===== src/rtl/dallanma_ongorucu.sv =====
`default_nettype none
// ============================================================================
// Module   : dallanma_ongorucu
// Purpose  : Branch predictor for the RV32 fetch stage. A direct-mapped
//            branch target buffer (BTB) supplies hit/target information and
//            a pattern history table (PHT) of 2-bit saturating counters
//            supplies the taken/not-taken direction for conditional branches.
//            Prediction is combinational from registered state (0-cycle
//            latency); training comes from the execute-stage resolution port
//            and becomes visible on the following cycle.
// Revision : 1.0 - initial release
// ----------------------------------------------------------------------------
// Build option:
//   DALLANMA_GSHARE_EN  defined   -> PHT index = BTB index XOR zero-extended
//                                    global history register (gshare)
//                       undefined -> PHT index = BTB index (bimodal), no GHR
// ----------------------------------------------------------------------------
// Parameters:
//   BTB_SATIR  BTB/PHT entry count, power of two >= 4 (IDX = log2(BTB_SATIR))
//   GHR_BIT    global history length, 1 <= GHR_BIT <= IDX
// Ports:
//   clk_i                   in   1   clock
//   rst_ni                  in   1   asynchronous active-low reset
//   ps_i                    in  32   fetch PC to predict
//   ps_gecerli_i            in   1   fetch PC valid this cycle
//   tahmin_atla_o           out  1   predicted taken
//   tahmin_hedef_o          out 32   predicted target, 0 on a miss
//   guncelle_gecerli_i      in   1   resolution valid
//   guncelle_ps_i           in  32   PC of the resolved instruction
//   guncelle_buyruk_tipi_i  in   2   JTIP / BTIP / other
//   guncelle_atladi_i       in   1   instruction actually jumped/branched
//   guncelle_hedef_i        in  32   actual target address
// ============================================================================
module dallanma_ongorucu #(
  parameter int BTB_SATIR = 32,
  parameter int GHR_BIT   = 5
) (
  input  logic        clk_i,
  input  logic        rst_ni,
  input  logic [31:0] ps_i,
  input  logic        ps_gecerli_i,
  output logic        tahmin_atla_o,
  output logic [31:0] tahmin_hedef_o,
  input  logic        guncelle_gecerli_i,
  input  logic [31:0] guncelle_ps_i,
  input  logic [1:0]  guncelle_buyruk_tipi_i,
  input  logic        guncelle_atladi_i,
  input  logic [31:0] guncelle_hedef_i
);

  localparam int IDX      = $clog2(BTB_SATIR);
  localparam int ETIKET_W = 31 - IDX;

  // Instruction type encodings shared with the decode/execute stages.
  localparam logic [1:0] c_JTIP = 2'b01;
  localparam logic [1:0] c_BTIP = 2'b10;

  // Counter reset value: weakly not-taken.
  localparam logic [1:0] c_SAYAC_ILK   = 2'b01;
  // Counter value given to a freshly allocated branch: weakly taken.
  localparam logic [1:0] c_SAYAC_TAHSIS = 2'b10;
  localparam logic [1:0] c_SAYAC_MAKS  = 2'b11;
  localparam logic [1:0] c_SAYAC_MIN   = 2'b00;

  // --------------------------------------------------------------------------
  // Storage
  // --------------------------------------------------------------------------
  logic [BTB_SATIR-1:0] r_gecerli;
  logic [ETIKET_W-1:0]  r_etiket [BTB_SATIR];
  logic [31:0]          r_hedef  [BTB_SATIR];
  logic [BTB_SATIR-1:0] r_jtip;
  logic [1:0]           r_sayac  [BTB_SATIR];

  // History folded into the PHT index; all-zero in the bimodal build.
  logic [IDX-1:0] w_ghr_genis;

  // --------------------------------------------------------------------------
  // Query-side address split
  // --------------------------------------------------------------------------
  // Bit 0 is never part of the index so compressed (halfword) PCs map cleanly.
  logic [IDX-1:0]      w_q_idx;
  logic [ETIKET_W-1:0] w_q_etiket;
  logic [IDX-1:0]      w_q_pidx;
  logic                w_q_isabet;

  assign w_q_idx    = ps_i[IDX:1];
  assign w_q_etiket = ps_i[31:IDX+1];
  assign w_q_pidx   = w_q_idx ^ w_ghr_genis;

  assign w_q_isabet = ps_gecerli_i
                    && r_gecerli[w_q_idx]
                    && (r_etiket[w_q_idx] == w_q_etiket);

  // Unconditional jumps are always taken on a hit; branches follow the
  // counter's MSB.
  assign tahmin_atla_o  = w_q_isabet && (r_jtip[w_q_idx] || r_sayac[w_q_pidx][1]);
  assign tahmin_hedef_o = w_q_isabet ? r_hedef[w_q_idx] : 32'h0;

  // --------------------------------------------------------------------------
  // Update-side decode
  // --------------------------------------------------------------------------
  logic [IDX-1:0]      w_g_idx;
  logic [ETIKET_W-1:0] w_g_etiket;
  logic [IDX-1:0]      w_g_pidx;
  logic                w_g_isabet;
  logic                w_g_jtip;
  logic                w_g_btip;
  logic                w_g_aktif;
  logic                w_btb_yaz;
  logic                w_tahsis;
  logic                w_pht_yaz;
  logic [1:0]          w_sayac_eski;
  logic [1:0]          w_sayac_yeni;

  assign w_g_idx    = guncelle_ps_i[IDX:1];
  assign w_g_etiket = guncelle_ps_i[31:IDX+1];
  assign w_g_pidx   = w_g_idx ^ w_ghr_genis;

  assign w_g_isabet = r_gecerli[w_g_idx] && (r_etiket[w_g_idx] == w_g_etiket);

  assign w_g_jtip  = (guncelle_buyruk_tipi_i == c_JTIP);
  assign w_g_btip  = (guncelle_buyruk_tipi_i == c_BTIP);
  assign w_g_aktif = guncelle_gecerli_i && (w_g_jtip || w_g_btip);

  // Only taken control transfers touch the BTB: a hit refreshes target and
  // type (covers a jalr whose target moved), a miss allocates over whatever
  // occupied the slot. Not-taken resolutions never allocate.
  assign w_btb_yaz = w_g_aktif && guncelle_atladi_i;
  assign w_tahsis  = w_btb_yaz && !w_g_isabet;

  // Conditional branches train the PHT even when they miss in the BTB.
  assign w_pht_yaz = guncelle_gecerli_i && w_g_btip;

  assign w_sayac_eski = r_sayac[w_g_pidx];

  always_comb begin : p_sayac_sonraki
    w_sayac_yeni = w_sayac_eski;
    if (w_tahsis) begin
      w_sayac_yeni = c_SAYAC_TAHSIS;
    end else if (guncelle_atladi_i) begin
      if (w_sayac_eski != c_SAYAC_MAKS) begin
        w_sayac_yeni = w_sayac_eski + 2'd1;
      end
    end else begin
      if (w_sayac_eski != c_SAYAC_MIN) begin
        w_sayac_yeni = w_sayac_eski - 2'd1;
      end
    end
  end

  // --------------------------------------------------------------------------
  // Global history (gshare build only)
  // --------------------------------------------------------------------------
`ifdef DALLANMA_GSHARE_EN
  logic [GHR_BIT-1:0] r_ghr;
  logic [GHR_BIT-1:0] w_ghr_sonraki;

  generate
    if (GHR_BIT == 1) begin : g_ghr_tek
      assign w_ghr_sonraki = guncelle_atladi_i;
    end else begin : g_ghr_cok
      assign w_ghr_sonraki = {r_ghr[GHR_BIT-2:0], guncelle_atladi_i};
    end
  endgenerate

  // History only advances on resolved conditional branches, never
  // speculatively, so fetch and execute always agree on its value.
  always_ff @(posedge clk_i or negedge rst_ni) begin : p_ghr
    if (!rst_ni) begin
      r_ghr <= '0;
    end else if (w_pht_yaz) begin
      r_ghr <= w_ghr_sonraki;
    end
  end

  always_comb begin : p_ghr_genislet
    w_ghr_genis                = '0;
    w_ghr_genis[GHR_BIT-1:0]   = r_ghr;
  end
`else
  assign w_ghr_genis = '0;
`endif

  // --------------------------------------------------------------------------
  // State with reset: valid bits and direction counters
  // --------------------------------------------------------------------------
  always_ff @(posedge clk_i or negedge rst_ni) begin : p_durum
    if (!rst_ni) begin
      r_gecerli <= '0;
      for (int i = 0; i < BTB_SATIR; i++) begin
        r_sayac[i] <= c_SAYAC_ILK;
      end
    end else begin
      if (w_btb_yaz) begin
        r_gecerli[w_g_idx] <= 1'b1;
      end
      if (w_pht_yaz) begin
        r_sayac[w_g_pidx] <= w_sayac_yeni;
      end
    end
  end

  // --------------------------------------------------------------------------
  // Payload without reset: tag, target, type. These are only ever observed
  // through a set valid bit, so they need no initial value. A write sampled
  // during reset lands here but stays invisible because its valid bit is held
  // clear.
  // --------------------------------------------------------------------------
  always_ff @(posedge clk_i) begin : p_veri
    if (w_btb_yaz) begin
      r_etiket[w_g_idx] <= w_g_etiket;
      r_hedef[w_g_idx]  <= guncelle_hedef_i;
      r_jtip[w_g_idx]   <= w_g_jtip;
    end
  end

  // Bit 0 of either PC carries no index or tag information.
  logic w_unused_ps_lsb;
  assign w_unused_ps_lsb = ps_i[0] ^ guncelle_ps_i[0];

endmodule
`default_nettype wire


===== config.mk =====
export PLATFORM = sky130hd
export DESIGN_NAME = dallanma_ongorucu
export DESIGN_NICKNAME = d
export VERILOG_FILES = /design/src/rtl/dallanma_ongorucu.sv
export SDC_FILE = /design/constraint.sdc
export NUM_CORES = 2
export LEC_CHECK = 0
export BUFFER_PORTS_ARGS = -buffer_cell sky130_fd_sc_hd__buf_2
export CORE_MARGIN = 5
export CORE_UTILIZATION = 45
export DETAILED_ROUTE_END_ITERATION = 6
export PLACE_DENSITY_LB_ADDON = 0.12
export REMOVE_ABC_BUFFERS = 1
export SYNTH_ARGS = -nofsm -noshare
export SYNTH_HDL_FRONTEND = slang
export SYNTH_SLANG_ARGS = --single-unit

===== constraint.sdc =====
create_clock -name clk_i -period 3.7 [get_ports clk_i]
set_input_delay 0.37 -clock clk_i [delete_from_list [all_inputs] [get_ports clk_i]]
set_output_delay 0.37 -clock clk_i [all_outputs]
set_load 0.005 [all_outputs]

==> results.sh <==
export IMPL_status="finished, violations left"
export IMPL_violations="setup timing"
export IMPL_clk_pin_slew_ps=60
export IMPL_crit_arrival_ps=3980
export IMPL_critPathKind="reg -> out"
export IMPL_synth_top_area_share_pct=67.6
export IMPL_cts_tree="done"
export IMPL_globalRouteOverflowTotal=0
export IMPL_synth_most_common_cell="edfxtp_1"
export IMPL_power_density_mw_per_mm2=489
export IMPL_yosys_top_cells_area="edfxtp_1, mux4_2, mux2i_1, o22ai_1, dfrtp_1"
export IMPL_num_rows=158
export IMPL_synth_edff_count=1888
export IMPL_drive_above_1_share_pct=33.4
export IMPL_worst_ir_drop_vdd_mv=0.471
export IMPL_dr_pass1_iters=6
export IMPL_drc=0
export IMPL_finalClockSkew_ps=70.2
export IMPL_max_stage_delay_ps=530
export IMPL_hold_viol_final=0
export IMPL_async_flop_share_pct=4.84
export IMPL_num_vias=48322
export IMPL_crit_chain="mux4_2, a32o_2, or4_4, a2111oi_4, buf_4, nand4_1, buf_6, buf_12, buf_16, nor3_4, buf_2"
export IMPL_synth_ff_type="edfxtp_1"
export IMPL_grt_pass1_wl_mm=379
export IMPL_max_cap_violations=0
export IMPL_synthCells=4296
export IMPL_antenna_found_initial=14
export IMPL_via_per_inst=6.35
export IMPL_clk_latency_ps=860
export IMPL_cts_buffer_depth=3
export IMPL_rsz0062_at_grt="yes"
export IMPL_fillCellCount=14722
export IMPL_die_area_sq_mm=0.195
export IMPL_routabilityCongestion=0.881
export IMPL_maxSlewHeadroom_pct=25.3
export IMPL_ys_warn_count=0
export IMPL_min_period_ps=4350
export IMPL_path_buf_inv=5
export IMPL_htree_levels=4
export IMPL_wl_mm=272
export IMPL_core_sq_mm=0.185
export IMPL_synth_distinct_cells=59
export IMPL_hold_path_class="in -> reg"
export IMPL_syn_area_sq_mm=0.0838
export IMPL_end_kind="output port"
export IMPL_required_ps=3330
export IMPL_synth_common_cells="edfxtp_1, mux4_2, mux2i_1"
export IMPL_grtUsageTotal_pct=27.8
export IMPL_ios=136
export IMPL_critPathSlowestCell="or4_4"
export IMPL_cts_root_buf="clkbuf_16"
export IMPL_p_leak_nw=33.9
export IMPL_final_antenna_net_count=0
export IMPL_slew_viol_final=0
export IMPL_wl_per_cell_um=35.8
export IMPL_cp_max_fo=8
export IMPL_clock_sinks=1984
export IMPL_cts_buffers=207
export IMPL_post_route_cell_area_sq_mm=0.100
export IMPL_start_util_pct=45.2
export IMPL_worst_hold_slack_ps=58.7
export IMPL_yosys_area_top_type="edfxtp_1"
export IMPL_numPortBuffers=133
export IMPL_fmax_ghz=0.230
export IMPL_worst_slew_pin_slew_ps=1120
export IMPL_fin_ws_ps=-647
export IMPL_die_h_um=442
export IMPL_power_w=0.0490
export IMPL_dp_hpwl_mm=162
export IMPL_postPlaceCellArea_sq_mm=0.0925
export IMPL_nets=5052
export IMPL_grt_max_degree=142
export IMPL_setup_violations=33
export IMPL_drtIter0Drc=5890
export IMPL_syn_avg_cell_area_sq_um=19.5
export IMPL_post_route_period_util_pct=117
export IMPL_crit_family="buffers and inverters"
export IMPL_crit_path_start_kind="flip-flop"
export IMPL_utilization_pct=54.0
export IMPL_yosysSeqAreaShare_pct=70.6
export IMPL_syn_to_final_growth_pct=19.5
export IMPL_grt_pass1_vias=48427
export IMPL_synth_seq_cells=1984
export IMPL_die_w_um=442
[worst reg2reg max path: cells and delay by family (launching register included)]
family	cells	cell delay, ps
simple gates	4	1520
buf+inv	4	770
compound gates	3	580
flops	1	390
mux	1	250
[per-stage QoR]
| stage | TNS (ps) | setup WS (ps) | std cells |
|---|---|---|---|
| after CTS | -21520 | -717 | 7595 |
| after detailed placement | -82880 | -1110 | 7170 |
| after floorplan | -1043940 | -955 | 4009 |
| final | -19600 | -647 | 7605 |
| after global placement | -86260 | -1200 | 7170 |
| after global routing | -22750 | -746 | 7600 |
[registers in the layout (all words and copies together), names as in the netlist]
| register | count |
|---|---|
| r_hedef | 1024 |
| r_jtip | 32 |
| r_etiket | 832 |
| r_sayac | 64 |
| r_gecerli | 32 |
[cell families (layout without fill, tap and decap cells)]
group                    after synthesis  count (layout)  synth area share, %
AO/OA/AOI/OAI                        477             477                 3.89
XOR/XNOR                              28              28                0.293
adder cells (fa/ha/maj)                4               4               0.0537
buffers and inverters                295            1118                 1.60
flip-flops                          1984            1984                 70.6
multiplexers                        1057            1057                 20.7
other                                  0               6                    0
AND/OR/NAND/NOR                      451             451                 2.90
[where the power goes]
group	switching, W	internal, W
Sequential	0.000113	0.0248
Clock	0.00889	0.0115
Combinational	0.00201	0.00156
[timing repair]
action / in CTS / in global routing
endpoints found under the hold margin: 1123 / 0
buffers inserted: 5 / 6
pin swaps: 25 / 8
hold buffers: 41 / 0
resized for setup: 63 / 26
gates cloned: 2 / 0
setup endpoints to repair: 95 / 97
[per-layer routing]
metal	vias to the layer above	wire [um]	global-route usage, %
met3	510	20400	4.42
met4	6	10600	9.50
met1	25909	112000	39.6
met2	2353	129000	44.0
li1	19544	-	-
met5	-	35	0
[path summary, 6_finish.rpt]
path                                           end                 from  slack, ps  cells after the start
worst max-delay path            tahmin_hedef_o[29]     r_etiket[19][25]       -650                     11
worst min-delay path                r_hedef[16][7]  guncelle_hedef_i[7]         60                      1
worst max register to register         r_sayac[57]     r_etiket[31][13]         40                     12
worst min register to register       r_gecerli[14]        r_gecerli[14]        490                      1
max in group asynchronous             r_gecerli[6]               rst_ni       2610                      3
min in group asynchronous               r_sayac[5]               rst_ni        210                      2
[final cells by class]
type	count	area, sq um	share of cell area [%]
inverter	8	40.0	0.0400
antenna	6	15.0	0.0150
sequential	1984	59100	59.0
multi-input combinational	2017	24100	24.1
clock inverter	123	1270	1.27
timing repair buffer	729	7080	7.07
tap	2480	3100	3.10
clock buffer	258	5410	5.40
[cell usage in the layout (no fill, tap or decap), drive strengths merged, types with 19 or more instances in the layout]
cell / netlist / routed
clkbuf: 118 / 258
o41ai: 29 / 29
dfrtp: 64 / 64
a21oi: 35 / 35
a31oi: 35 / 35
edfxtp: 1888 / 1888
clkinv: 0 / 97
mux2i: 513 / 513
a22oi: 19 / 19
nor2: 127 / 127
dfstp: 32 / 32
nand2: 47 / 47
nor3: 55 / 55
nor4: 63 / 63
o21ai: 45 / 45
o22ai: 270 / 270
dlygate4sd3: 0 / 41
mux4: 541 / 541
buf: 169 / 688
or2: 33 / 33
No activity file was read; power rests on OpenSTA's default activity.
